`config.mk`:
```
export PLATFORM = sky130hd
export DESIGN_NAME = mili_stopwatch
export DESIGN_NICKNAME = d
export VERILOG_FILES = /design/src/rtl/mili_stopwatch.sv
export SDC_FILE = /design/constraint.sdc
export NUM_CORES = 1
export LEC_CHECK = 0
export BUFFER_PORTS_ARGS = -buffer_cell sky130_fd_sc_hd__buf_2
export CELL_PAD_IN_SITES_DETAIL_PLACEMENT = 0
export CELL_PAD_IN_SITES_GLOBAL_PLACEMENT = 1
export CORE_MARGIN = 2
export CORE_UTILIZATION = 42
export DETAILED_ROUTE_END_ITERATION = 7
export PLACE_DENSITY = 0.86
export SETUP_SLACK_MARGIN = 0.5
export SLEW_MARGIN = 10
export SYNTH_ARGS = -nofsm -noshare
export SYNTH_HDL_FRONTEND = slang
export SYNTH_SLANG_ARGS = --single-unit
```
`constraint.sdc`:
```
create_clock -name clk -period 3.8 [get_ports clk]
set_input_delay 0.38 -clock clk [delete_from_list [all_inputs] [get_ports clk]]
set_output_delay 0.38 -clock clk [all_outputs]
set_load 0.1 [all_outputs]
```
`src/rtl/mili_stopwatch.sv`:
```
// Millisecond stopwatch: divides clk into 1 ms ticks and accumulates elapsed time under start/stop/clear/lap.
// Latency: controls take effect on the next edge; outputs are registers or decodes of registers only.
// Backpressure: none; free-running. Optional day wrap via MILI_STOPWATCH_DAY_WRAP_EN adds dayRollover.
module mili_stopwatch #(
    parameter int CLK_FREQ_HZ = 100000000,
    parameter int MS_WIDTH    = 64
) (
    input  logic                clk,
    input  logic                rst_n,
    input  logic                start,
    input  logic                stop,
    input  logic                clear,
    input  logic                lap,
    output logic [MS_WIDTH-1:0] elapsedMili,
    output logic [MS_WIDTH-1:0] lapMili,
    output logic                lapValid,
    output logic                running,
`ifdef MILI_STOPWATCH_DAY_WRAP_EN
    output logic                dayRollover,
`endif
    output logic                tickMs
);

    localparam int DIV = CLK_FREQ_HZ / 1000;
    localparam int PW  = (DIV > 2) ? $clog2(DIV) : 1;

    typedef enum logic [1:0] {
        IDLE   = 2'd0,
        RUN    = 2'd1,
        PAUSED = 2'd2
    } state_t;

    state_t              state;
    state_t              state_nxt;
    logic [PW-1:0]       presc;
    logic [MS_WIDTH-1:0] elapsed;
    logic [MS_WIDTH-1:0] elapsed_inc;
    logic                tick;
    logic                lap_take;

    assign tick     = (state == RUN) && (presc == PW'(DIV - 1));
    assign lap_take = lap && (state != IDLE);

`ifdef MILI_STOPWATCH_DAY_WRAP_EN
    localparam logic [MS_WIDTH-1:0] DAY_LAST = MS_WIDTH'(86399999);
    logic day_end;
    assign day_end     = (elapsed == DAY_LAST);
    assign elapsed_inc = day_end ? '0 : elapsed + 1'b1;
    assign dayRollover = tick && day_end;
`else
    assign elapsed_inc = elapsed + 1'b1;
`endif

    // stop outranks start even where stop itself does nothing (IDLE/PAUSED)
    always_comb begin
        state_nxt = state;
        if (clear) begin
            state_nxt = IDLE;
        end else if (stop) begin
            if (state == RUN) state_nxt = PAUSED;
        end else if (start && (state != RUN)) begin
            state_nxt = RUN;
        end
    end

    always_ff @(posedge clk or negedge rst_n) begin
        if (!rst_n) begin
            state <= IDLE;
        end else begin
            state <= state_nxt;
        end
    end

    always_ff @(posedge clk or negedge rst_n) begin
        if (!rst_n) begin
            presc    <= '0;
            elapsed  <= '0;
            lapMili  <= '0;
            lapValid <= 1'b0;
        end else if (clear) begin
            presc    <= '0;
            elapsed  <= '0;
            lapMili  <= '0;
            lapValid <= 1'b0;
        end else begin
            lapValid <= lap_take;
            // snapshot sees the pre-increment value when a tick coincides
            if (lap_take) lapMili <= elapsed;
            if (state == RUN) begin
                if (tick) begin
                    presc   <= '0;
                    elapsed <= elapsed_inc;
                end else begin
                    presc <= presc + 1'b1;
                end
            end
        end
    end

    assign elapsedMili = elapsed;
    assign running     = (state == RUN);
    assign tickMs      = tick;

endmodule

```
-- Word-level counts from Yosys, hierarchy flattened
Cells that the tools add are included.
- register bits after elaboration: 148
- output and inout port bits: 131
- logic and storage cells: 34
- add/subtract/negate cells: 2
- equal/unequal tests: 4
- multiplexer cells: 13
- reduce and logical (&&, ||, !) cells: 10
- operator list (cell ; number):
    $mux W64 ; 5
    $add A64 B1 Y64 const B ; 1
    $mux W17 ; 3
    $add A17 B1 Y17 const B ; 1
    $eq A17 B17 Y1 const B ; 1
    $mux W2 ; 4
    $reduce_bool A2 Y1 ; 4
    $reduce_and A2 Y1 ; 2
    $logic_and A1 B1 Y1 ; 3
    $ne A3 B1 Y1 const B ; 1
    $reduce_bool A3 Y1 ; 1
    $eq A2 B1 Y1 const B ; 1
    $ne A2 B1 Y1 const B ; 1
    $mux W1 ; 1

-- Depth between registers and ports, before layout
Gate-level depths: netlist of the first run.
- depth after elaboration: 5
- mapped depth: 8
- depth with buffers taken out: 6

-- Worst setup path after synthesis of the first run
Ideal clock, no wire load.
- path type: reg-to-reg
- from: register presc[6]
- to: register elapsed[27] (netlist: elapsedMili[27])
- data arrival time: 3.556 ns
- data required time: 3.720 ns
- setup slack: 0.164 ns
- stages on the path, launching flop included: 8
- period minus slack after synthesis: 3.636 ns
- cell sequence: dfrtp_1 -> or4bb_1 -> or4_1 -> buf_2 -> clkbuf_1 -> nor2_1 -> nand4b_1 -> a21oi_1
- cells in the longest elaborated chain, start to end: 4
- ends and longest elaborated chain (item ; line ; RTL):
    start, declared ; 35 ; logic [PW-1:0] presc;
    start signal, assigned ; 94 ; presc <= presc + 1'b1;
    $eq A17 B17 Y1 ; 41 ; assign tick = (state == RUN) && (presc == PW'(DIV - 1));
    $logic_and A1 B1 Y1 ; 41 ;
    net tickMs ; 21 ; output logic tickMs
    $reduce_bool A2 Y1 (no source line) ; - ;
    $reduce_and A2 Y1 (no source line) ; - ;
    end signal, assigned ; 92 ; elapsed <= elapsed_inc;
    end, declared ; 36 ; logic [MS_WIDTH-1:0] elapsed;
The timed path passes the listed nets, and every way through them passes these cells.
A chain may end at the register's enable or synchronous reset.

-- Final worst setup path of the first run
- from: register presc[5]
- to: output port tickMs
- cells in the longest elaborated chain, start to end: 2
- ends and longest elaborated chain (item ; line):
    $eq A17 B17 Y1 ; 41
    $logic_and A1 B1 Y1 ; 41
    end, declared ; 21
Every way passes these cells.

==> flow_summary.html, run 1 <==
<table>
<tr><th>Metric</th><th>Value</th></tr>
<tr><th colspan="2">Status</th></tr>
<tr><td>Run status</td><td>finished with violations</td></tr>
<tr><td>Violations in the final reports</td><td>hold timing</td></tr>
<tr><th colspan="2">Finish</th></tr>
<tr><td>Commonest non-fill, non-tap cell in the layout</td><td>dfrtp_1</td></tr>
<tr><td>Post-route cell area</td><td>~8000 um^2</td></tr>
<tr><td>Post-route core utilization</td><td>0.531</td></tr>
<tr><td>Ant diodes</td><td>0</td></tr>
<tr><td>Fraction of layout cells with a size suffix above 1</td><td>0.239</td></tr>
<tr><td>Number of filler cells placed in the layout</td><td>1382</td></tr>
<tr><td>Total number of nets in the final design</td><td>just under 800</td></tr>
<tr><td>Commonest non-fill, non-tap cells in the layout</td><td>dfrtp_1 (148), buf_2 (134), a22o_1 (65)</td></tr>
<tr><td>Area growth from synthesis to final layout</td><td>22.9%</td></tr>
<tr><th colspan="2">Global route</th></tr>
<tr><td>Overall fraction of global-route tracks in use</td><td>0.211</td></tr>
<tr><td>Via count of the first global-routing pass</td><td>5431</td></tr>
<tr><td>Maximum number of pins on one net before global-route repair</td><td>81</td></tr>
<tr><td>Global-route wire length before repair</td><td>about 28000 um</td></tr>
<tr><td>Global route total overflow</td><td>0</td></tr>
<tr><td>Number of antenna violations at the first check in global routing</td><td>0</td></tr>
<tr><th colspan="2">Placed design</th></tr>
<tr><td>Worst slack at placement</td><td>0.712 ns</td></tr>
<tr><td>Routability cong.</td><td>about 0.8</td></tr>
<tr><td>Placed wire-length estimate</td><td>roughly 12000 um</td></tr>
<tr><td>IO Port Bufs</td><td>~140</td></tr>
<tr><td>Placed Instance Area</td><td>about 7500 um^2</td></tr>
<tr><th colspan="2">Detailed routing</th></tr>
<tr><td>Number of violations reported at the end of detailed-routing iteration 0</td><td>361</td></tr>
<tr><td>Vias</td><td>just under 6000</td></tr>
<tr><td>Antenna-violating nets left</td><td>0</td></tr>
<tr><td>Wire per inst</td><td>approximately 17 um</td></tr>
<tr><td>DR pass1 iterations</td><td>5</td></tr>
<tr><td>Number of vias per cell</td><td>roughly 5.8</td></tr>
<tr><td>DRC violation count after routing</td><td>0</td></tr>
<tr><td>Sum of routed wire length over all layers</td><td>~17000 um</td></tr>
<tr><th colspan="2">Floorplanning</th></tr>
<tr><td>Core area</td><td>15300 um^2</td></tr>
<tr><td>Die area</td><td>16800 um^2</td></tr>
<tr><td>Starting density of the core</td><td>0.432</td></tr>
<tr><td>Top-Level Pins</td><td>~140</td></tr>
<tr><td>Die Y</td><td>about 130 um</td></tr>
<tr><td>Die X</td><td>130 um</td></tr>
<tr><td>Number of placement rows</td><td>45</td></tr>
<tr><th colspan="2">Setup path</th></tr>
<tr><td>Endpoint required time on the critical path</td><td>about 3.4 ns</td></tr>
<tr><td>Kind of critical path</td><td>reg2out</td></tr>
<tr><td>Buffering stage count on the worst path with inverters included</td><td>2</td></tr>
<tr><td>Delay contributed by the slowest stage of the critical path</td><td>0.56 ns</td></tr>
<tr><td>Critical path, cell by cell</td><td>or4bb_1 -&gt; or4_1 -&gt; buf_4 -&gt; nor2_2 -&gt; buf_6</td></tr>
<tr><td>Crit path max-delay family</td><td>simple AND/OR/NAND/NOR gates</td></tr>
<tr><td>WP data arrival</td><td>2.80 ns</td></tr>
<tr><td>Kind of end point of the critical path</td><td>output pin</td></tr>
<tr><td>Slowest CP cell</td><td>or4bb_1</td></tr>
<tr><td>Critical Path Start Type</td><td>flop</td></tr>
<tr><td>Maximum fanout encountered on the critical timing path</td><td>16</td></tr>
<tr><th colspan="2">Synthesis</th></tr>
<tr><td>Most used DFF post-synth</td><td>dfrtp_1</td></tr>
<tr><td>Synthesized Nets</td><td>between 600 and 700</td></tr>
<tr><td>Post-synth EDFFs</td><td>0</td></tr>
<tr><td>Synth unique cells</td><td>38</td></tr>
<tr><td>Sequential-to-total area share from yosys stat</td><td>0.560</td></tr>
<tr><td>Total of flip-flops plus latches after synthesis</td><td>around 150</td></tr>
<tr><td>Async set-reset flop share out of synthesis</td><td>1.00</td></tr>
<tr><td>Avg Synthesized Cell Area</td><td>10.4 um^2</td></tr>
<tr><td>Yosys warning total</td><td>0</td></tr>
<tr><td>Gate count of the mapped netlist</td><td>639</td></tr>
<tr><td>Post-synth design cell area</td><td>6620 um^2</td></tr>
<tr><th colspan="2">Clock tree</th></tr>
<tr><td>Total clock buffers created by CTS</td><td>17</td></tr>
<tr><td>Number of buffers added for setup after CTS</td><td>0</td></tr>
<tr><td>Post-CTS Hold Buffers</td><td>0</td></tr>
<tr><td>CTS Sinks</td><td>148</td></tr>
<tr><td>Clock tree from TritonCTS</td><td>built</td></tr>
<tr><td>Root cell of the clock tree</td><td>clkbuf_16</td></tr>
<tr><td>Maximum number of buffers from clock root to sink</td><td>2</td></tr>
<tr><td>Clock-pin transition on the worst setup and hold timing paths</td><td>0.06 ns</td></tr>
<tr><td>Number of H-tree branching levels</td><td>4</td></tr>
<tr><td>Clk Latency, worst-skew pair</td><td>0.42 ns</td></tr>
<tr><th colspan="2">STA</th></tr>
<tr><td>Max-slew violation count</td><td>0</td></tr>
<tr><td>Relative max-transition margin</td><td>0.288</td></tr>
<tr><td>Setup violators final</td><td>0</td></tr>
<tr><td>Hold Fails Final Rpt</td><td>2</td></tr>
<tr><td>F_max</td><td>between 300 and 400 MHz</td></tr>
<tr><td>Ratio of final minimum period to clock period</td><td>0.837</td></tr>
<tr><td>Unrepaired setup endpoints after global routing</td><td>false</td></tr>
<tr><td>Actual slew at the worst max-slew pin</td><td>1.05 ns</td></tr>
<tr><td>Shortest period the worst path allows</td><td>3.18 ns</td></tr>
<tr><td>Crit path setup slack, layout</td><td>0.618 ns</td></tr>
<tr><td>Min Hold Slack</td><td>-0.00101 ns</td></tr>
<tr><td>Final TNS setup</td><td>0 ns</td></tr>
<tr><td>Worst Clk Skew</td><td>0.0114 ns</td></tr>
<tr><th colspan="2">Power</th></tr>
<tr><td>Pwr dens</td><td>around 410 nW/um^2</td></tr>
<tr><td>Leakage Power</td><td>3.76 nW</td></tr>
<tr><td>Total Power Consumption</td><td>3.32 mW</td></tr>
<tr><td>Worst-case vdd ir drop</td><td>0.325 mV</td></tr>
<tr><th colspan="2">Flow run</th></tr>
<tr><td>Max-cap check violation count</td><td>0</td></tr>
<tr><th colspan="2">Min path</th></tr>
<tr><td>Min-Delay Path Class</td><td>in2async</td></tr>
</table>
cell type report:
cell class | instances | area, um^2 | share of cell area
inverter | 11 | 41.3 | 0.00508
timing repair buffer | 149 | 791 | 0.0972
clock inverter | 11 | 118 | 0.0145
sequential | 148 | 3700 | 0.455
multi-input combinational | 445 | 2760 | 0.339
tap | 211 | 264 | 0.0325
clock buffer | 21 | 460 | 0.0566
worst register-to-register path, delay by kind of cell, from the launching register on:
| family | cells | cell delay [ns] |
|---|---|---|
| AOI/OAI and AO/OA | 1 | 0.15 |
| DFF | 1 | 0.46 |
| and+or+nand+nor | 4 | 2.26 |
| buffers and inverters | 1 | 0.22 |
flip-flops by register name, indices dropped and copies added (netlist names):
name,cells
lapMili,64
state,2
lapValid,1
presc,17
elapsedMili,64
power by group:
part	total, mW	switching (mW)	internal [mW]	leakage, nW
Clock	1.64	0.690	0.952	0.277
Combinational	0.0991	0.0866	0.0125	1.42
Sequential	1.58	0.00244	1.58	2.07
Total	3.32	0.779	2.54	3.76
synth_stat cells (2+ instances only):
library cell / count / share of area
xor2_1: 12 / 0.016
nand2b_1: 2 / 0.0019
or4bb_1: 2 / 0.0034
o21a_1: 3 / 0.0034
buf_2: 2 / 0.0015
o21ai_0: 41 / 0.031
inv_1: 11 / 0.0062
nand3_1: 33 / 0.025
or4_1: 9 / 0.010
buf_1: 3 / 0.0017
a22o_1: 65 / 0.086
o41ai_1: 3 / 0.0040
and3_1: 9 / 0.0085
xnor2_1: 21 / 0.028
clkbuf_1: 30 / 0.017
nand4_1: 24 / 0.023
or3_1: 32 / 0.030
a21oi_1: 43 / 0.033
ha_1: 2 / 0.0038
nor4_1: 21 / 0.020
nor3_1: 15 / 0.011
nand2_1: 38 / 0.022
or2_2: 3 / 0.0028
nor2_1: 46 / 0.026
o31ai_1: 7 / 0.0079
nand4b_1: 3 / 0.0040
dfrtp_1: 148 / 0.56
final timing paths:
kind | startpoint | to | slack [ns] | cells past startpoint
max in group asynchronous | rst_n | lapMili[2] | 2.83 | 2
worst max-delay path | presc[5] | tickMs | 0.62 | 5
worst min-delay path | rst_n | lapMili[58] | -0.001 | 1
min in group clk | start | state[0] | 0.22 | 3
worst min register to register | lapMili[53] | lapMili[53] | 0.49 | 1
worst max register to register | presc[5] | elapsedMili[25] | 0.65 | 6
kinds of logic (layout without fill, tap and decap cells):
group	after synthesis	in the layout	share of synthesized area
AO/OA/AOI/OAI	168	168	0.172
XOR/XNOR	33	33	0.0437
adder cells (fa/ha/maj)	2	2	0.00378
buffers and inverters	46	192	0.0265
flip-flops	148	148	0.560
AND/OR/NAND/NOR	242	242	0.194
what timing repair did:
action | in CTS | in global routing
endpoints found under the setup margin | 1 | 2
gates resized for setup | 1 | 1
pin swaps | 0 | 1
per-layer routing:
layer,GRT usage,part of all wire
met1,0.293,0.45
met5,0,0
met4,0.0620,0.011
met2,0.328,0.47
met3,0.0528,0.069
through the flow:
| step | cells | hold WS, ns |
|---|---|---|
| 2_1_floorplan | 639 | 0.0844 |
| 3_3_place_gp | 964 | 0.469 |
| 3_5_place_dp | 964 | 0.477 |
| 4_1_cts | 996 | 0.0304 |
| 5_1_grt | 996 | 0.0463 |
| 6_report | 996 | -0.00101 |
(Power assumes the default switching activity.)
==> inputs of run 2 (changes only) <==
--- a/config.mk
+++ b/config.mk
@@ -9,9 +9,9 @@
 export CELL_PAD_IN_SITES_DETAIL_PLACEMENT = 0
 export CELL_PAD_IN_SITES_GLOBAL_PLACEMENT = 1
 export CORE_MARGIN = 2
-export CORE_UTILIZATION = 42
+export CORE_UTILIZATION = 38
 export DETAILED_ROUTE_END_ITERATION = 7
-export PLACE_DENSITY = 0.86
+export PLACE_DENSITY = 0.83
 export SETUP_SLACK_MARGIN = 0.5
 export SLEW_MARGIN = 10
 export SYNTH_ARGS = -nofsm -noshare
==> constraint.sdc (replaced) <==
create_clock -name clk -period 2.64 [get_ports clk]
set_input_delay 0.264 -clock clk [delete_from_list [all_inputs] [get_ports clk]]
set_output_delay 0.264 -clock clk [all_outputs]
set_load 0.1 [all_outputs]
==> flow_summary.html, run 2 (synthesized netlist as in run 1, its figures left out) <==
<table>
<tr><th>Metric</th><th>Value</th></tr>
<tr><th colspan="2">Status</th></tr>
<tr><td>Run status</td><td>finished with violations</td></tr>
<tr><td>Violations in the final reports</td><td>setup timing</td></tr>
<tr><th colspan="2">Floorplanning</th></tr>
<tr><td>Die Y</td><td>136 um (+5.0%)</td></tr>
<tr><td>Core area</td><td>17200 um^2 (+12%)</td></tr>
<tr><td>Die area</td><td>18500 um^2 (+10%)</td></tr>
<tr><td>Die X</td><td>136 um (+5.0%)</td></tr>
<tr><td>Top-Level Pins</td><td>137 (unchanged)</td></tr>
<tr><td>Number of placement rows</td><td>48 (+6.7%)</td></tr>
<tr><td>Starting density of the core</td><td>0.385 (-0.0468)</td></tr>
<tr><th colspan="2">Setup path</th></tr>
<tr><td>R2R cell count</td><td>7 (+1)</td></tr>
<tr><td>Critical Path Start Type</td><td>flop</td></tr>
<tr><td>WP data arrival</td><td>3.00 ns (+0.20 ns)</td></tr>
<tr><td>Endpoint required time on the critical path</td><td>2.93 ns (-0.49 ns)</td></tr>
<tr><td>Kind of critical path</td><td>reg2reg</td></tr>
<tr><td>Kind of end point of the critical path</td><td>flop</td></tr>
<tr><td>Maximum fanout encountered on the critical timing path</td><td>8 (-8)</td></tr>
<tr><th colspan="2">Min path</th></tr>
<tr><td>Worst hold path stage count</td><td>3</td></tr>
<tr><td>Min-Delay Path Class</td><td>in2reg</td></tr>
<tr><th colspan="2">STA</th></tr>
<tr><td>Relative max-transition margin</td><td>0.589 (+0.301)</td></tr>
<tr><td>Actual slew at the worst max-slew pin</td><td>0.611 ns (-0.443 ns)</td></tr>
<tr><td>Min Hold Slack</td><td>0.115 ns (+0.116 ns)</td></tr>
<tr><td>Worst Clk Skew</td><td>0.00595 ns (-0.00549 ns)</td></tr>
<tr><td>Hold Fails Final Rpt</td><td>0 (-2)</td></tr>
<tr><td>Shortest period the worst path allows</td><td>between 2 and 3 ns</td></tr>
<tr><td>Ratio of final minimum period to clock period</td><td>1.03</td></tr>
<tr><td>Setup violators final</td><td>4 (+4)</td></tr>
<tr><td>Unrepaired setup endpoints after global routing</td><td>true</td></tr>
<tr><td>Crit path setup slack, layout</td><td>-0.0700 ns (-0.688 ns)</td></tr>
<tr><td>F_max</td><td>369 MHz</td></tr>
<tr><td>Max-slew violation count</td><td>0 (unchanged)</td></tr>
<tr><th colspan="2">Finish</th></tr>
<tr><td>Ant diodes</td><td>0 (unchanged)</td></tr>
<tr><td>Post-route core utilization</td><td>0.553 (+0.0215)</td></tr>
<tr><td>Final standard cell count with taps included and fillers excluded</td><td>1075 (+7.9%)</td></tr>
<tr><td>Commonest non-fill, non-tap cells in the layout</td><td>buf_2 (133), dfrtp_1 (110), a22o_1 (65)</td></tr>
<tr><td>Total number of nets in the final design</td><td>845 (+8.3%)</td></tr>
<tr><td>Number of filler cells placed in the layout</td><td>1471 (+6.4%)</td></tr>
<tr><td>Fraction of layout cells with a size suffix above 1</td><td>0.421 (+0.182)</td></tr>
<tr><td>Commonest non-fill, non-tap cell in the layout</td><td>buf_2</td></tr>
<tr><td>Area growth from synthesis to final layout</td><td>43.4%</td></tr>
<tr><th colspan="2">Detailed routing</th></tr>
<tr><td>Number of vias per cell</td><td>5.60 (-3.9%)</td></tr>
<tr><td>Wire per inst</td><td>17.9 um (+2.8%)</td></tr>
<tr><td>Number of violations reported at the end of detailed-routing iteration 0</td><td>487 (+35%)</td></tr>
<tr><td>DRC violation count after routing</td><td>0 (unchanged)</td></tr>
<tr><td>Sum of routed wire length over all layers</td><td>19200 um (+11%)</td></tr>
<tr><td>Vias</td><td>6025 (+3.8%)</td></tr>
<tr><td>DR pass1 iterations</td><td>4 (-1)</td></tr>
<tr><td>Antenna-violating nets left</td><td>0 (unchanged)</td></tr>
<tr><th colspan="2">Clock tree</th></tr>
<tr><td>Number of H-tree branching levels</td><td>4 (unchanged)</td></tr>
<tr><td>Root cell of the clock tree</td><td>clkbuf_16</td></tr>
<tr><td>Clk Latency, worst-skew pair</td><td>0.42 ns (about the same)</td></tr>
<tr><td>Clock tree from TritonCTS</td><td>built</td></tr>
<tr><td>Maximum number of buffers from clock root to sink</td><td>2 (unchanged)</td></tr>
<tr><td>Clock-pin transition on the worst setup and hold timing paths</td><td>0.06 ns (about the same)</td></tr>
<tr><td>CTS Sinks</td><td>148 (unchanged)</td></tr>
<tr><td>Total clock buffers created by CTS</td><td>17 (unchanged)</td></tr>
<tr><th colspan="2">Global route</th></tr>
<tr><td>Number of antenna violations at the first check in global routing</td><td>0 (unchanged)</td></tr>
<tr><td>Overall fraction of global-route tracks in use</td><td>0.211 (about the same)</td></tr>
<tr><td>Via count of the first global-routing pass</td><td>5725 (+5.4%)</td></tr>
<tr><td>Global-route wire length before repair</td><td>30600 um (+9.3%)</td></tr>
<tr><td>Maximum number of pins on one net before global-route repair</td><td>60 (-26%)</td></tr>
<tr><td>Global route total overflow</td><td>0 (unchanged)</td></tr>
<tr><th colspan="2">Placed design</th></tr>
<tr><td>IO Port Bufs</td><td>136 (unchanged)</td></tr>
<tr><td>Routability cong.</td><td>0.848 (+3.5%)</td></tr>
<tr><td>Total placed cells including tap cells</td><td>1011 (+4.9%)</td></tr>
<tr><td>Placed wire-length estimate</td><td>11900 um (+1.7%)</td></tr>
<tr><th colspan="2">Power</th></tr>
<tr><td>Total Power Consumption</td><td>5.28 mW (+59%)</td></tr>
<tr><td>Leakage Power</td><td>4.31 nW (+15%)</td></tr>
<tr><td>Pwr dens</td><td>556 nW/um^2 (+36%)</td></tr>
<tr><td>Worst-case vdd ir drop</td><td>0.439 mV (+35%)</td></tr>
<tr><th colspan="2">Flow run</th></tr>
<tr><td>Max-cap check violation count</td><td>0 (unchanged)</td></tr>
</table>
==> run 2: path summary, 6_finish.rpt <==
| path | slack (ns) | start | endpoint |
|---|---|---|---|
| max | -0.07 | presc[5] | elapsedMili[17] |
| min | 0.11 | start | state[0] |
| max reg2reg | -0.07 | presc[5] | elapsedMili[17] |
| min reg2reg | 0.49 | lapMili[42] | lapMili[42] |
| max in group asynchronous | 1.57 | rst_n | elapsedMili[1] |
| min in group asynchronous | 0.39 | rst_n | lapMili[60] |
==> run 2: worst max-delay path, cell delays in order (launching register included) <==
cell and delay, ns:
dfrtp_1 0.38, or4bb_4 0.57, or4_4 0.58, buf_12 0.15, buf_4 0.18, or4_1 0.52
xor2_1 0.15, nor2_1 0.05
==> run 2: final cells by class <==
| class | count | area [um^2] | area share |
|---|---|---|---|
| flip-flops and latches | 148 | 3760 | 0.396 |
| inverters | 11 | 45.0 | 0.00474 |
| well taps | 225 | 282 | 0.0297 |
| clock buffers | 19 | 443 | 0.0467 |
| repair buffers | 212 | 1470 | 0.154 |
| clock inverters | 13 | 245 | 0.0258 |
| multi-input cells | 447 | 3250 | 0.343 |
==> run 2: timing repair <==
item,CTS,global route
hold buffers,1,0
setup endpoints to repair,69,78
resized for setup,72,52
cloned,5,0
pin swaps,81,14
buffers inserted,22,4
hold endpoints to repair,57,0
==> run 2: power breakdown <==
group | internal [mW] | switching [mW]
Combinational | 0.0365 | 0.139
Clock | 1.82 | 1.00
Sequential | 2.27 | 0.00457
Total | 4.13 | 1.15
==> run 2: layer usage <==
metal,track usage,wire (um),vias to the layer above
li1,-,-,2801
met1,0.297,8860,3018
met2,0.325,9110,185
met3,0.0395,964,21
met4,0.0787,299,0
met5,0,0,-
==> run 2: stage by stage <==
stage          setup TNS, ns  setup WS [ns]  instance area [um^2]
2_1_floorplan         -0.949         -0.188                  6780
3_3_place_gp          -0.406         -0.166                  8020
3_5_place_dp           -1.10         -0.229                  8020
4_1_cts              -0.0842        -0.0340                  9240
5_1_grt                -1.11         -0.124                  9490
6_report              -0.227        -0.0700                  9490
==> inputs of run 3 (changes only) <==
==> constraint.sdc (replaced) <==
create_clock -name clk -period 2.3 [get_ports clk]
set_input_delay 0.23 -clock clk [delete_from_list [all_inputs] [get_ports clk]]
set_output_delay 0.23 -clock clk [all_outputs]
set_load 0.1 [all_outputs]
==> flow_summary.html, run 3 (synthesized netlist as in run 1, its figures left out) <==
<table>
<tr><th>Metric</th><th>Value</th></tr>
<tr><th colspan="2">Status</th></tr>
<tr><td>Run status</td><td>finished with violations</td></tr>
<tr><td>Violations in the final reports</td><td>setup timing</td></tr>
<tr><th colspan="2">Setup path</th></tr>
<tr><td>Critical Path Start Type</td><td>flop</td></tr>
<tr><td>Worst R2R Start</td><td>presc[11]</td></tr>
<tr><td>Worst flop-to-flop path endpoint</td><td>elapsedMili[25]</td></tr>
<tr><td>R2R cell count</td><td>5 (-2)</td></tr>
<tr><td>Internal reg-to-reg setup slack</td><td>-0.39 ns (-0.32 ns)</td></tr>
<tr><td>Kind of critical path</td><td>reg2reg</td></tr>
<tr><td>Maximum fanout encountered on the critical timing path</td><td>5 (-3)</td></tr>
<tr><td>Endpoint required time on the critical path</td><td>2.65 ns (-0.28 ns)</td></tr>
<tr><td>WP data arrival</td><td>3.05 ns (+0.05 ns)</td></tr>
<tr><td>Kind of end point of the critical path</td><td>flop</td></tr>
<tr><th colspan="2">Detailed routing</th></tr>
<tr><td>DRC violation count after routing</td><td>0 (unchanged)</td></tr>
<tr><td>Number of vias per cell</td><td>5.63 (+0.39%)</td></tr>
<tr><td>DR pass1 iterations</td><td>5 (+1)</td></tr>
<tr><td>Antenna-violating nets left</td><td>0 (unchanged)</td></tr>
<tr><td>Highest metal layer with signal wires</td><td>met4</td></tr>
<tr><td>Sum of routed wire length over all layers</td><td>19900 um (+3.5%)</td></tr>
<tr><td>Vias</td><td>6251 (+3.8%)</td></tr>
<tr><td>WL met3</td><td>1030 um (+6.7%)</td></tr>
<tr><td>Post-Route M1 WL</td><td>9130 um (+3.1%)</td></tr>
<tr><td>Number of violations reported at the end of detailed-routing iteration 0</td><td>421 (-14%)</td></tr>
<tr><td>Wire per inst</td><td>17.9 um (+0.16%)</td></tr>
<tr><td>Met2 Routed Length</td><td>9400 um (+3.1%)</td></tr>
<tr><th colspan="2">Global route</th></tr>
<tr><td>Global route total overflow</td><td>0 (unchanged)</td></tr>
<tr><td>Global-route wire length before repair</td><td>31500 um (+3.2%)</td></tr>
<tr><td>Maximum number of pins on one net before global-route repair</td><td>49 (-18%)</td></tr>
<tr><td>Overall fraction of global-route tracks in use</td><td>0.218 (+0.00715)</td></tr>
<tr><td>Number of antenna violations at the first check in global routing</td><td>0 (unchanged)</td></tr>
<tr><td>Via count of the first global-routing pass</td><td>5962 (+4.1%)</td></tr>
<tr><th colspan="2">Finish</th></tr>
<tr><td>Register area</td><td>3760 um^2 (unchanged)</td></tr>
<tr><td>Number of filler cells placed in the layout</td><td>1451 (-1.4%)</td></tr>
<tr><td>Post-route cell area</td><td>9700 um^2 (+2.1%)</td></tr>
<tr><td>Area growth from synthesis to final layout</td><td>46.5%</td></tr>
<tr><td>Commonest non-fill, non-tap cell in the layout</td><td>buf_2</td></tr>
<tr><td>Post-route core utilization</td><td>0.564 (+0.0118)</td></tr>
<tr><td>Final standard cell count with taps included and fillers excluded</td><td>1111 (+3.3%)</td></tr>
<tr><td>Ant diodes</td><td>0 (unchanged)</td></tr>
<tr><td>Area of the multi-input gates</td><td>3260 um^2 (+0.23%)</td></tr>
<tr><td>Fraction of layout cells with a size suffix above 1</td><td>0.450 (+0.0292)</td></tr>
<tr><td>Total number of nets in the final design</td><td>881 (+4.3%)</td></tr>
<tr><td>Commonest non-fill, non-tap cells in the layout</td><td>buf_2 (133), dfrtp_1 (110), buf_4 (88)</td></tr>
<tr><th colspan="2">STA</th></tr>
<tr><td>Shortest period the worst path allows</td><td>2.69 ns (-0.0156 ns)</td></tr>
<tr><td>Hold Fails Final Rpt</td><td>0 (unchanged)</td></tr>
<tr><td>Setup violators final</td><td>73 (+69)</td></tr>
<tr><td>Ratio of final minimum period to clock period</td><td>1.17 (+0.145)</td></tr>
<tr><td>Unrepaired setup endpoints after global routing</td><td>true</td></tr>
<tr><td>Crit path setup slack, layout</td><td>-0.394 ns (-0.324 ns)</td></tr>
<tr><td>Relative max-transition margin</td><td>0.609 (+0.0205)</td></tr>
<tr><td>Max-slew violation count</td><td>0 (unchanged)</td></tr>
<tr><td>Actual slew at the worst max-slew pin</td><td>0.580 ns (-0.0305 ns)</td></tr>
<tr><td>F_max</td><td>371 MHz (+0.58%)</td></tr>
<tr><td>Worst Clk Skew</td><td>0.0133 ns (+0.00732 ns)</td></tr>
<tr><th colspan="2">Placed design</th></tr>
<tr><td>Placed Instance Area</td><td>8280 um^2 (+3.2%)</td></tr>
<tr><td>IO Port Bufs</td><td>136 (unchanged)</td></tr>
<tr><td>Placed wire-length estimate</td><td>12600 um (+5.6%)</td></tr>
<tr><td>Routability cong.</td><td>0.822 (-3.1%)</td></tr>
<tr><td>Total placed cells including tap cells</td><td>1047 (+3.6%)</td></tr>
<tr><th colspan="2">Clock tree</th></tr>
<tr><td>CTS Sinks</td><td>148 (unchanged)</td></tr>
<tr><td>Root cell of the clock tree</td><td>clkbuf_16</td></tr>
<tr><td>Total clock buffers created by CTS</td><td>17 (unchanged)</td></tr>
<tr><td>Clock tree from TritonCTS</td><td>built</td></tr>
<tr><td>Clk Latency, worst-skew pair</td><td>0.43 ns (about the same)</td></tr>
<tr><td>Number of H-tree branching levels</td><td>4 (unchanged)</td></tr>
<tr><td>Maximum number of buffers from clock root to sink</td><td>2 (unchanged)</td></tr>
<tr><td>Clock-pin transition on the worst setup and hold timing paths</td><td>0.06 ns (about the same)</td></tr>
<tr><th colspan="2">Floorplanning</th></tr>
<tr><td>Die X</td><td>136 um (unchanged)</td></tr>
<tr><td>Number of placement rows</td><td>48 (unchanged)</td></tr>
<tr><td>Die area</td><td>18500 um^2 (unchanged)</td></tr>
<tr><td>Top-Level Pins</td><td>137 (unchanged)</td></tr>
<tr><td>Core area</td><td>17200 um^2 (unchanged)</td></tr>
<tr><td>Starting density of the core</td><td>0.385 (unchanged)</td></tr>
<tr><td>Die Y</td><td>136 um (unchanged)</td></tr>
<tr><th colspan="2">Power</th></tr>
<tr><td>Pwr dens</td><td>598 nW/um^2 (+7.6%)</td></tr>
<tr><td>Worst-case vdd ir drop</td><td>0.534 mV (+22%)</td></tr>
<tr><td>Total Power Consumption</td><td>5.80 mW (+9.9%)</td></tr>
<tr><td>Leakage Power</td><td>4.51 nW (+4.6%)</td></tr>
<tr><th colspan="2">Flow run</th></tr>
<tr><td>Max-cap check violation count</td><td>0 (unchanged)</td></tr>
<tr><th colspan="2">Min path</th></tr>
<tr><td>Min-Delay Path Class</td><td>in2reg</td></tr>
<tr><td>Hold-critical path endpoint</td><td>state[0]</td></tr>
<tr><td>Worst hold path stage count</td><td>3 (unchanged)</td></tr>
<tr><td>Hold path startpoint</td><td>start</td></tr>
</table>
## run 3: cell types whose count changed in the layout (fill, tap and decap cells not counted), sizes merged
cell,delta
buf,+36
bufinv,-2
clkinv,+2
inv,-2
clkbuf,+1
clkinvlp,+1
## run 3: area by class of cell
| class | count | share of cell area |
|---|---|---|
| Clock buffer | 20 | 0.0461 |
| Sequential cell | 148 | 0.388 |
| Clock inverter | 12 | 0.0182 |
| Multi-Input combinational cell | 447 | 0.336 |
| Timing Repair Buffer | 248 | 0.178 |
| Tap cell | 225 | 0.0290 |
| Inverter | 11 | 0.00465 |
## run 3: worst max-delay path by stage
stage | from | slack (ns) | end | cells after the start
2_1_floorplan | presc[6] | -0.53 | elapsedMili[25] | 7
3_3_place_gp | presc[11] | -0.51 | elapsedMili[25] | 5
3_5_place_dp | presc[11] | -0.52 | elapsedMili[25] | 5
4_1_cts | presc[6] | -0.34 | elapsedMili[25] | 5
5_1_grt | presc[6] | -0.43 | elapsedMili[44] | 9
6_report | presc[11] | -0.39 | elapsedMili[25] | 5
## run 3: through the flow
stage / worst slack (ns) / hold WS (ns) / TNS, ns
4_1_cts: -0.338 / 0.0980 / -9.18
2_1_floorplan: -0.528 / -0.0656 / -11.91
3_5_place_dp: -0.525 / 0.192 / -8.17
3_3_place_gp: -0.513 / 0.197 / -6.29
5_1_grt: -0.431 / 0.122 / -18.47
6_report: -0.394 / 0.124 / -14.96
## run 3: critical path: stages (launching register included)
cell     delay, ns
dfrtp_1       0.38
or4b_4        0.55
or4_4         0.60
or4_4         0.54
or4_1         0.41
a21oi_1       0.15
## run 3: report_power, final
group | internal [mW] | total (mW) | switching [mW] | leakage, nW
combinational | 0.0557 | 0.228 | 0.172 | 2.21
clock | 1.85 | 2.96 | 1.11 | 0.301
sequential | 2.61 | 2.61 | 0.00425 | 2.00
## run 3: repair_timing
action | CTS | global route
hold buffers | 1 | 0
hold endpoints to repair | 44 | 0
gates resized for setup | 69 | 53
gates cloned | 4 | 0
pin swaps | 69 | 31
buffers inserted | 24 | 3
setup endpoints to repair | 81 | 145
## run 3: per-layer routing
layer / global-route usage / vias to the layer above
li1: - / 2866
met1: 0.307 / 3133
met2: 0.333 / 221
met3: 0.0440 / 31
met4: 0.0787 / 0
met5: 0 / -
